**config.mk**
```make
export PLATFORM = sky130hd
export DESIGN_NAME = bin_to_bcd_seq
export DESIGN_NICKNAME = d
export VERILOG_FILES = /design/src/rtl/odd_one_out_pkg.sv /design/src/rtl/bcd_add3_digit.sv /design/src/rtl/bin_to_bcd_seq.sv
export SDC_FILE = /design/constraint.sdc
export NUM_CORES = 1
export LEC_CHECK = 0
export CAP_MARGIN = 20
export CORE_MARGIN = 4
export CORE_UTILIZATION = 40
export CTS_CLUSTER_DIAMETER = 60
export DETAILED_ROUTE_END_ITERATION = 6
export MAX_ROUTING_LAYER = met4
export PLACE_DENSITY = 0.71
export SETUP_SLACK_MARGIN = 0.4
export SLEW_MARGIN = 30
export SYNTH_ARGS = -nofsm -noshare
export SYNTH_HDL_FRONTEND = slang
export SYNTH_HIERARCHICAL = 1
export SYNTH_SLANG_ARGS = --single-unit
```
**constraint.sdc**
```tcl
create_clock -name clk -period 1.9 [get_ports clk]
set_input_delay 0.38 -clock clk [delete_from_list [all_inputs] [get_ports clk]]
set_output_delay 0.38 -clock clk [all_outputs]
set_load 0.02 [all_outputs]
```
**src/rtl/odd_one_out_pkg.sv**
```systemverilog
// Shared types and constants for the result-display path (converter and display driver).
// Latency: n/a (package only).
// Backpressure: n/a.
//
// Contents: FSM state enum, BCD digit geometry, double-dabble threshold,
// default display sizing and a compile-time power-of-ten helper.
package odd_one_out_pkg;

  typedef enum logic {
    IDLE  = 1'b0,
    SHIFT = 1'b1
  } state_e;

  localparam int BCD_DIGIT_W    = 4;
  localparam int ADD3_THRESH    = 5;
  localparam int DEFAULT_WIDTH  = 8;
  localparam int DEFAULT_DIGITS = 3;

  // 10^n, used only at elaboration to check that DIGITS can hold 2^WIDTH-1.
  function automatic longint unsigned pow10(input int n);
    longint unsigned r;
    r = 64'd1;
    for (int i = 0; i < n; i++) begin
      r = r * 64'd10;
    end
    return r;
  endfunction

endpackage

```
**src/rtl/bcd_add3_digit.sv**
```systemverilog
// Double-dabble correction for one BCD digit: add 3 when the digit is 5 or more.
// Latency: combinational.
// Backpressure: none.
//
// Ports: din_i - current 4-bit scratch digit; dout_o - corrected digit, ready to be shifted.
module bcd_add3_digit
  import odd_one_out_pkg::*;
(
  input  logic [BCD_DIGIT_W-1:0] din_i,
  output logic [BCD_DIGIT_W-1:0] dout_o
);

  assign dout_o = (din_i >= BCD_DIGIT_W'(ADD3_THRESH)) ? din_i + BCD_DIGIT_W'(3) : din_i;

endmodule

```
**src/rtl/bin_to_bcd_seq.sv**
```systemverilog
// Sequential double-dabble binary-to-BCD converter with leading-zero blanking mask.
// Latency: start accepted at edge k -> bcd/blank/done update at edge k+WIDTH.
// Backpressure: start is ignored (not queued) while busy; results hold until the next completion.
//
// Ports:
//   clk, reset    - system clock, synchronous active-high reset
//   start, bin    - conversion request and binary operand (captured only when idle)
//   busy          - high exactly while shifting
//   done          - one-cycle pulse when bcd/blank take a new value
//   bcd           - packed BCD, digit 0 (ones) in bits [3:0]
//   blank         - bit i set when digit i is a leading zero; bit 0 always clear
module bin_to_bcd_seq
  import odd_one_out_pkg::*;
#(
  parameter int WIDTH  = DEFAULT_WIDTH,
  parameter int DIGITS = DEFAULT_DIGITS
) (
  input  logic                          clk,
  input  logic                          reset,
  input  logic                          start,
  input  logic [WIDTH-1:0]              bin,
  output logic                          busy,
  output logic                          done,
  output logic [BCD_DIGIT_W*DIGITS-1:0] bcd,
  output logic [DIGITS-1:0]             blank
);

  localparam int CW = $clog2(WIDTH + 1);
  localparam int BW = BCD_DIGIT_W * DIGITS;

  // The largest input must fit in DIGITS decimal digits, otherwise a digit
  // would overflow during the add-3 correction.
  if (pow10(DIGITS) <= ((64'd1 << WIDTH) - 64'd1)) begin : g_bad_digits
    $error("bin_to_bcd_seq: DIGITS too small for WIDTH");
  end

  // Leading-zero mask: scanning from the most significant digit, a digit is
  // blank while it and everything above it is zero. The ones digit always shows.
  function automatic logic [DIGITS-1:0] blank_of(input logic [BW-1:0] v);
    logic [DIGITS-1:0] b;
    logic              zero_run;
    b        = '0;
    zero_run = 1'b1;
    for (int i = DIGITS - 1; i >= 1; i--) begin
      zero_run = zero_run & (v[i*BCD_DIGIT_W +: BCD_DIGIT_W] == '0);
      b[i]     = zero_run;
    end
    return b;
  endfunction

  state_e            state_q, state_d;
  logic [WIDTH-1:0]  shreg_q, shreg_d;
  logic [BW-1:0]     scratch_q, scratch_d;
  logic [CW-1:0]     cnt_q, cnt_d;
  logic [BW-1:0]     bcd_q, bcd_d;
  logic [DIGITS-1:0] blank_q, blank_d;
  logic              done_q, done_d;
  logic [BW-1:0]     corr;

  for (genvar g = 0; g < DIGITS; g++) begin : g_add3
    bcd_add3_digit u_add3 (
      .din_i  (scratch_q[g*BCD_DIGIT_W +: BCD_DIGIT_W]),
      .dout_o (corr[g*BCD_DIGIT_W +: BCD_DIGIT_W])
    );
  end

  always_comb begin
    state_d   = state_q;
    shreg_d   = shreg_q;
    scratch_d = scratch_q;
    cnt_d     = cnt_q;
    bcd_d     = bcd_q;
    blank_d   = blank_q;
    done_d    = 1'b0;

    case (state_q)
      IDLE: begin
        if (start) begin
          shreg_d   = bin;
          scratch_d = '0;
          cnt_d     = CW'(WIDTH);
          state_d   = SHIFT;
        end
      end
      SHIFT: begin
        // Corrected scratch and the operand shift as one register; the
        // operand MSB enters scratch bit 0.
        {scratch_d, shreg_d} = {corr, shreg_q} << 1;
        cnt_d = cnt_q - CW'(1);
        if (cnt_q == CW'(1)) begin
          bcd_d   = scratch_d;
          blank_d = blank_of(scratch_d);
          done_d  = 1'b1;
          state_d = IDLE;
        end
      end
      default: state_d = IDLE;
    endcase
  end

  always_ff @(posedge clk) begin
    if (reset) begin
      state_q   <= IDLE;
      shreg_q   <= '0;
      scratch_q <= '0;
      cnt_q     <= '0;
      bcd_q     <= '0;
      blank_q   <= blank_of('0);
      done_q    <= 1'b0;
    end else begin
      state_q   <= state_d;
      shreg_q   <= shreg_d;
      scratch_q <= scratch_d;
      cnt_q     <= cnt_d;
      bcd_q     <= bcd_d;
      blank_q   <= blank_d;
      done_q    <= done_d;
    end
  end

  assign busy  = (state_q == SHIFT);
  assign done  = done_q;
  assign bcd   = bcd_q;
  assign blank = blank_q;

endmodule

```
==> impl_metrics.yaml, run 1 <==
outcome:
  status: "finished, final reports clean"
die:
  core_um2: 4410
  die_w_um: 76.0
  die-area_um2: 5770
  start_util_pct: 41.9
  rows: 24
  ios: 28
  die_height_um: 76.0
flow_run:
  cap_violations: 0
setup_path:
  required_ns: 2.15
  critPathMaxFanout: 3
  worst_path_max_delay_cell: "or4_1"
  crit_family: "simple AND/OR/NAND/NOR gates"
  r2r_slack_ns: 0.21
  startpoint_type: "flop"
  path_class: "flop to flop"
  cp-end-kind: "flop"
  max_stage_delay_ns: 0.49
  path_buf_inv: 1
  worstPathCellList: "inv_2, ha_2, nand2b_4, a21oi_4, mux2i_2, or4_1, nor2_2, a221o_1"
  worstPathArrival_ns: 1.94
power:
  irDropWorstVdd_uv: 787
  p_leak_nw: 0.990
  power_w: 0.00179
  p_per_area_nw_per_um2: 733
cts:
  cts-root-buf: "clkbuf_8"
  clock_latency_ns: 0.30
  cts.hold.buffers_added: 0
  numCtsBuffers: 5
  htreeDepth: 2
  cts_tree: "yes"
  clockBufferDepth: 2
  cts_num_sinks: 40
  clkTransAtPathRegs_ns: 0.09
layout:
  drive_above_1_share_pct: 23.2
  nets: 246
  final_util_pct: 55.3
  fin_area_um2: 2440
  syn_to_final_growth_pct: 32.1
  diodes: 0
  fill_cells: 406
global_route:
  antenna_found_initial: 0
  grt_pass1_vias: 1428
  grt.total_usage_pct: 14.3
  gr-total-overflow: 0
  grt_pass1_wl_mm: 6.58
  grt_max_degree: 30
drt:
  drc: 0
  drtIter0Drc: 75
  dr.pass1.iters: 4
  postRouteAntennaNets: 0
  routedWlPerCell_um: 14.2
  drt-total-wl_mm: 3.97
  num_vias: 1444
  routed_via_density: 5.16
sta:
  setup_viol: 0
  fin_crit_sh_pct: 88.8
  setup_tns_ns: 0
  finalHoldViolations: 0
  slew_viol_final: 0
  skew_ns: 0.0144
  min_period_ns: 1.69
  hold_slack_ns: 0.478
  clock.fmax_ghz: 0.593
  rsz0062_at_grt: "yes"
logic_synthesis:
  avgSynthCellArea_um2: 9.43
  syn-num-nets: 215
  syn_inst: 196
  synth_area_um2: 1850
  ys_warn_count: 6
placed_design:
  gp_congestion: 0.788
  io_buffers: 26
  hpwlAfterDp_mm: 2.59
  place_area_um2: 2190
min_path:
  min_path_type: "flop to flop"
[repair_timing]
action	in CTS	in global routing
gates cloned	0	0
pin swaps	3	5
setup endpoints to repair	32	18
buffers inserted	1	3
resized for setup	24	20
[flip-flops by register name (all words and copies together), names as in the netlist]
signal / flops
done: 1
shreg_q: 8
cnt_q: 4
blank: 2
busy: 1
scratch_q: 12
bcd: 12
[final timing paths]
path	cells past startpoint	endpoint	from
max	8	blank[1]$_SDFFE_PP1P_	scratch_q[9]$_SDFFE_PP0P_
min	1	blank[2]$_SDFFE_PP1P_	blank[2]$_SDFFE_PP1P_
max reg2reg	8	blank[1]$_SDFFE_PP1P_	scratch_q[9]$_SDFFE_PP0P_
min reg2reg	1	blank[2]$_SDFFE_PP1P_	blank[2]$_SDFFE_PP1P_
[cell usage in the layout, fill, tap and decap left out, types with 5 or more instances in the layout]
cell type	instances
nor3b_1	12
dfxtp_1	34
clkbuf_8	6
a21oi_1	13
dfxtp_2	6
mux2i_1	9
ha_2	5
a22o_1	12
nor2_1	25
nand2_1	11
buf_4	8
dlygate4sd2_1	15
clkdlybuf4s50_1	10
[worst reg2reg max path: cells and delay by family (launching register included)]
kind / cells / cell delay, ns
and+or+nand+nor: 3 / 0.66
adders and majority gates: 1 / 0.22
muxes: 1 / 0.10
AOI/OAI and AO/OA: 2 / 0.28
buffers and inverters: 1 / 0.07
DFF: 1 / 0.32
[layer usage]
metal	global-route usage [%]	up-vias	wire [µm]
li1	-	739	-
met1	17.0	682	1900
met2	22.2	21	1900
met3	5.20	2	146
met4	5.34	0	27
met5	-	-	0
[metrics by stage]
stage	setup slack [ns]	cells
4_1_cts	0.197	277
5_1_grt	0.103	280
6_report	0.214	280
3_3_place_gp	0.184	268
3_5_place_dp	0.135	268
2_1_floorplan	0.237	196
[power breakdown]
part	total [W]	switching, W	internal (W)
combinational	0.000178	0.0000896	0.0000882
clock	0.000732	0.000303	0.000430
sequential	0.000879	0.0000181	0.000861
[layout make-up]
cell class | count | area, µm² | share of cell area [%]
Clock inverter | 2 | 38.8 | 1.59
Sequential cell | 40 | 808 | 33.1
Tap cell | 52 | 65.1 | 2.67
Clock buffer | 6 | 82.6 | 3.38
Multi-Input combinational cell | 136 | 1070 | 43.9
Timing Repair Buffer | 36 | 342 | 14.0
Inverter | 8 | 32.5 | 1.33
(Power assumes the default switching activity.)
==> inputs of run 2 (changes only) <==
PLACE_DENSITY = default   (was 0.71)
==> run 2 against run 1 <==
  * Hold slack lost 0.0072 ns
  * Die area is the same
  * Clock-buffer cell count grew 2
  * Register-to-register slack lost 0.04 ns
  * Non-clock buffer count grew 5
  * Sequential share of layout area shrank 0.45 points
  * Via count grew 2.0%
  * Combinational power is essentially flat
  * Sequential cell count is the same
  * Global-route usage grew 0.47 points
  * Maximum frequency shrank 2.3%
==> impl_metrics.yaml, run 2 (synthesized netlist as in run 1, its figures left out) <==
sta:
  min_period_ns: 1.73
  skew_ns: 0.00533
  fin_crit_sh_pct: 90.8
  finalHoldViolations: 0
  worst_slack_ns: 0.174
  setup_tns_ns: 0
  rsz0062_at_grt: "yes"
  slew_viol_final: 0
  setup_viol: 0
  clock.fmax_ghz: 0.579
outcome:
  status: "finished, final reports clean"
drt:
  postRouteAntennaNets: 0
  wl_met2_mm: 2.08
  num_vias: 1473
  dr.pass1.iters: 4
  drc: 0
  wl_met3_um: 211
  drtIter0Drc: 71
  dr.max_layer_used: "met4"
  drt-total-wl_mm: 4.10
  wl_met1_mm: 1.75
  routed_via_density: 5.17
  routedWlPerCell_um: 14.4
layout:
  fill_cells: 394
  final_util_pct: 56.3
  final_cell_mix: "dfxtp_1, nor2_1, dlygate4sd2_1, buf_4, a21oi_1"
  syn_to_final_growth_pct: 34.5
  drive_above_1_share_pct: 24.5
  final_common_cell: "dfxtp_1"
  nets: 251
  diodes: 0
  final_cell_count_no_fill: 285
global_route:
  grt.total_usage_pct: 14.8
  gr-total-overflow: 0
  grt_pass1_vias: 1499
  grt_max_degree: 26
  antenna_found_initial: 0
  grt_pass1_wl_mm: 6.84
cts:
  cts.hold.buffers_added: 0
  cts-root-buf: "clkbuf_8"
  htreeDepth: 2
  clkTransAtPathRegs_ns: 0.08
  cts_tree: "yes"
  numCtsBuffers: 5
  clock_latency_ns: 0.29
  cts_num_sinks: 40
  clockBufferDepth: 2
power:
  p_per_area_nw_per_um2: 660
  p_leak_nw: 1.01
  power_w: 0.00164
  irDropWorstVdd_uv: 448
setup_path:
  critPathMaxFanout: 3
  worstPathCellList: "inv_4, ha_4, nand2b_4, a21oi_4, mux2i_2, or4_4, nor2_4, a221o_1"
  max_stage_delay_ns: 0.35
  required_ns: 2.09
  cp-end-kind: "flop"
  startpoint_type: "flop"
  worstPathArrival_ns: 1.91
  worst_path_max_delay_cell: "dfxtp_2"
  path_class: "flop to flop"
die:
  rows: 24
  die_w_um: 76.0
  core_um2: 4410
  ios: 28
  die_height_um: 76.0
  die-area_um2: 5770
  start_util_pct: 41.9
placed_design:
  io_buffers: 26
  gp_congestion: 0.786
  dp_cells: 267
  dp_slack_ns: 0.114
  hpwlAfterDp_mm: 2.67
flow_run:
  cap_violations: 0
min_path:
  min_path_type: "flop to flop"
[run 2: cell types whose count changed in the layout (fill, tap and decap cells not counted), moves of 2 or more]
cell      change
ha_2          -5
ha_4          +4
clkbuf_1      +2
buf_4         +6
[run 2: timing repair]
action / 4_1_cts / 5_1_grt
gates resized for setup: 30 / 21
setup endpoints to repair: 32 / 20
pin swaps: 4 / 7
setup buffers: 7 / 3
[run 2: worst paths after layout]
kind         depth (start not counted)  slack, ns                       from                    end
max                                  8       0.17  scratch_q[9]$_SDFFE_PP0P_  blank[1]$_SDFFE_PP1P_
max reg2reg                          8       0.17  scratch_q[9]$_SDFFE_PP0P_  blank[1]$_SDFFE_PP1P_
min                                  1       0.47        bcd[3]$_SDFFE_PP0P_    bcd[3]$_SDFFE_PP0P_
min reg2reg                          1       0.47        bcd[3]$_SDFFE_PP0P_    bcd[3]$_SDFFE_PP0P_
[run 2: cell type report]
type                       instances  area, µm²  share of cell area [%]
clock buffer                       8       90.1                    3.62
sequential                        40        812                    32.7
timing repair buffer              41        365                    14.7
multi-input combinational        136       1120                    45.0
tap                               52       65.1                    2.62
inverter                           8       35.0                    1.41
[run 2: report_power, final]
part / internal [W] / switching, W / total (W)
Clock: 0.000296 / 0.000286 / 0.000583
Combinational: 0.0000894 / 0.0000887 / 0.000178
Sequential: 0.000860 / 0.0000192 / 0.000879
[run 2: worst max-delay path, delay by kind of cell, from the launching register on]
| kind | cells | cell delay, ns |
|---|---|---|
| mux | 1 | 0.27 |
| fa+ha+maj | 1 | 0.14 |
| simple gates | 3 | 0.34 |
| compound gates | 2 | 0.46 |
| buf+inv | 1 | 0.05 |
| flops | 1 | 0.35 |
[run 2: metal layers]
layer	track usage, %	vias to the layer above
met2	24.1	33
li1	-	746
met3	2.84	5
met4	6.94	0
met1	17.5	689
met5	-	-
[run 2: per-stage QoR]
stage	hold WS, ns	cell area, µm²
2_1_floorplan	0.441	1880
3_3_place_gp	0.462	2180
3_5_place_dp	0.466	2180
4_1_cts	0.479	2370
5_1_grt	0.494	2490
6_report	0.471	2490
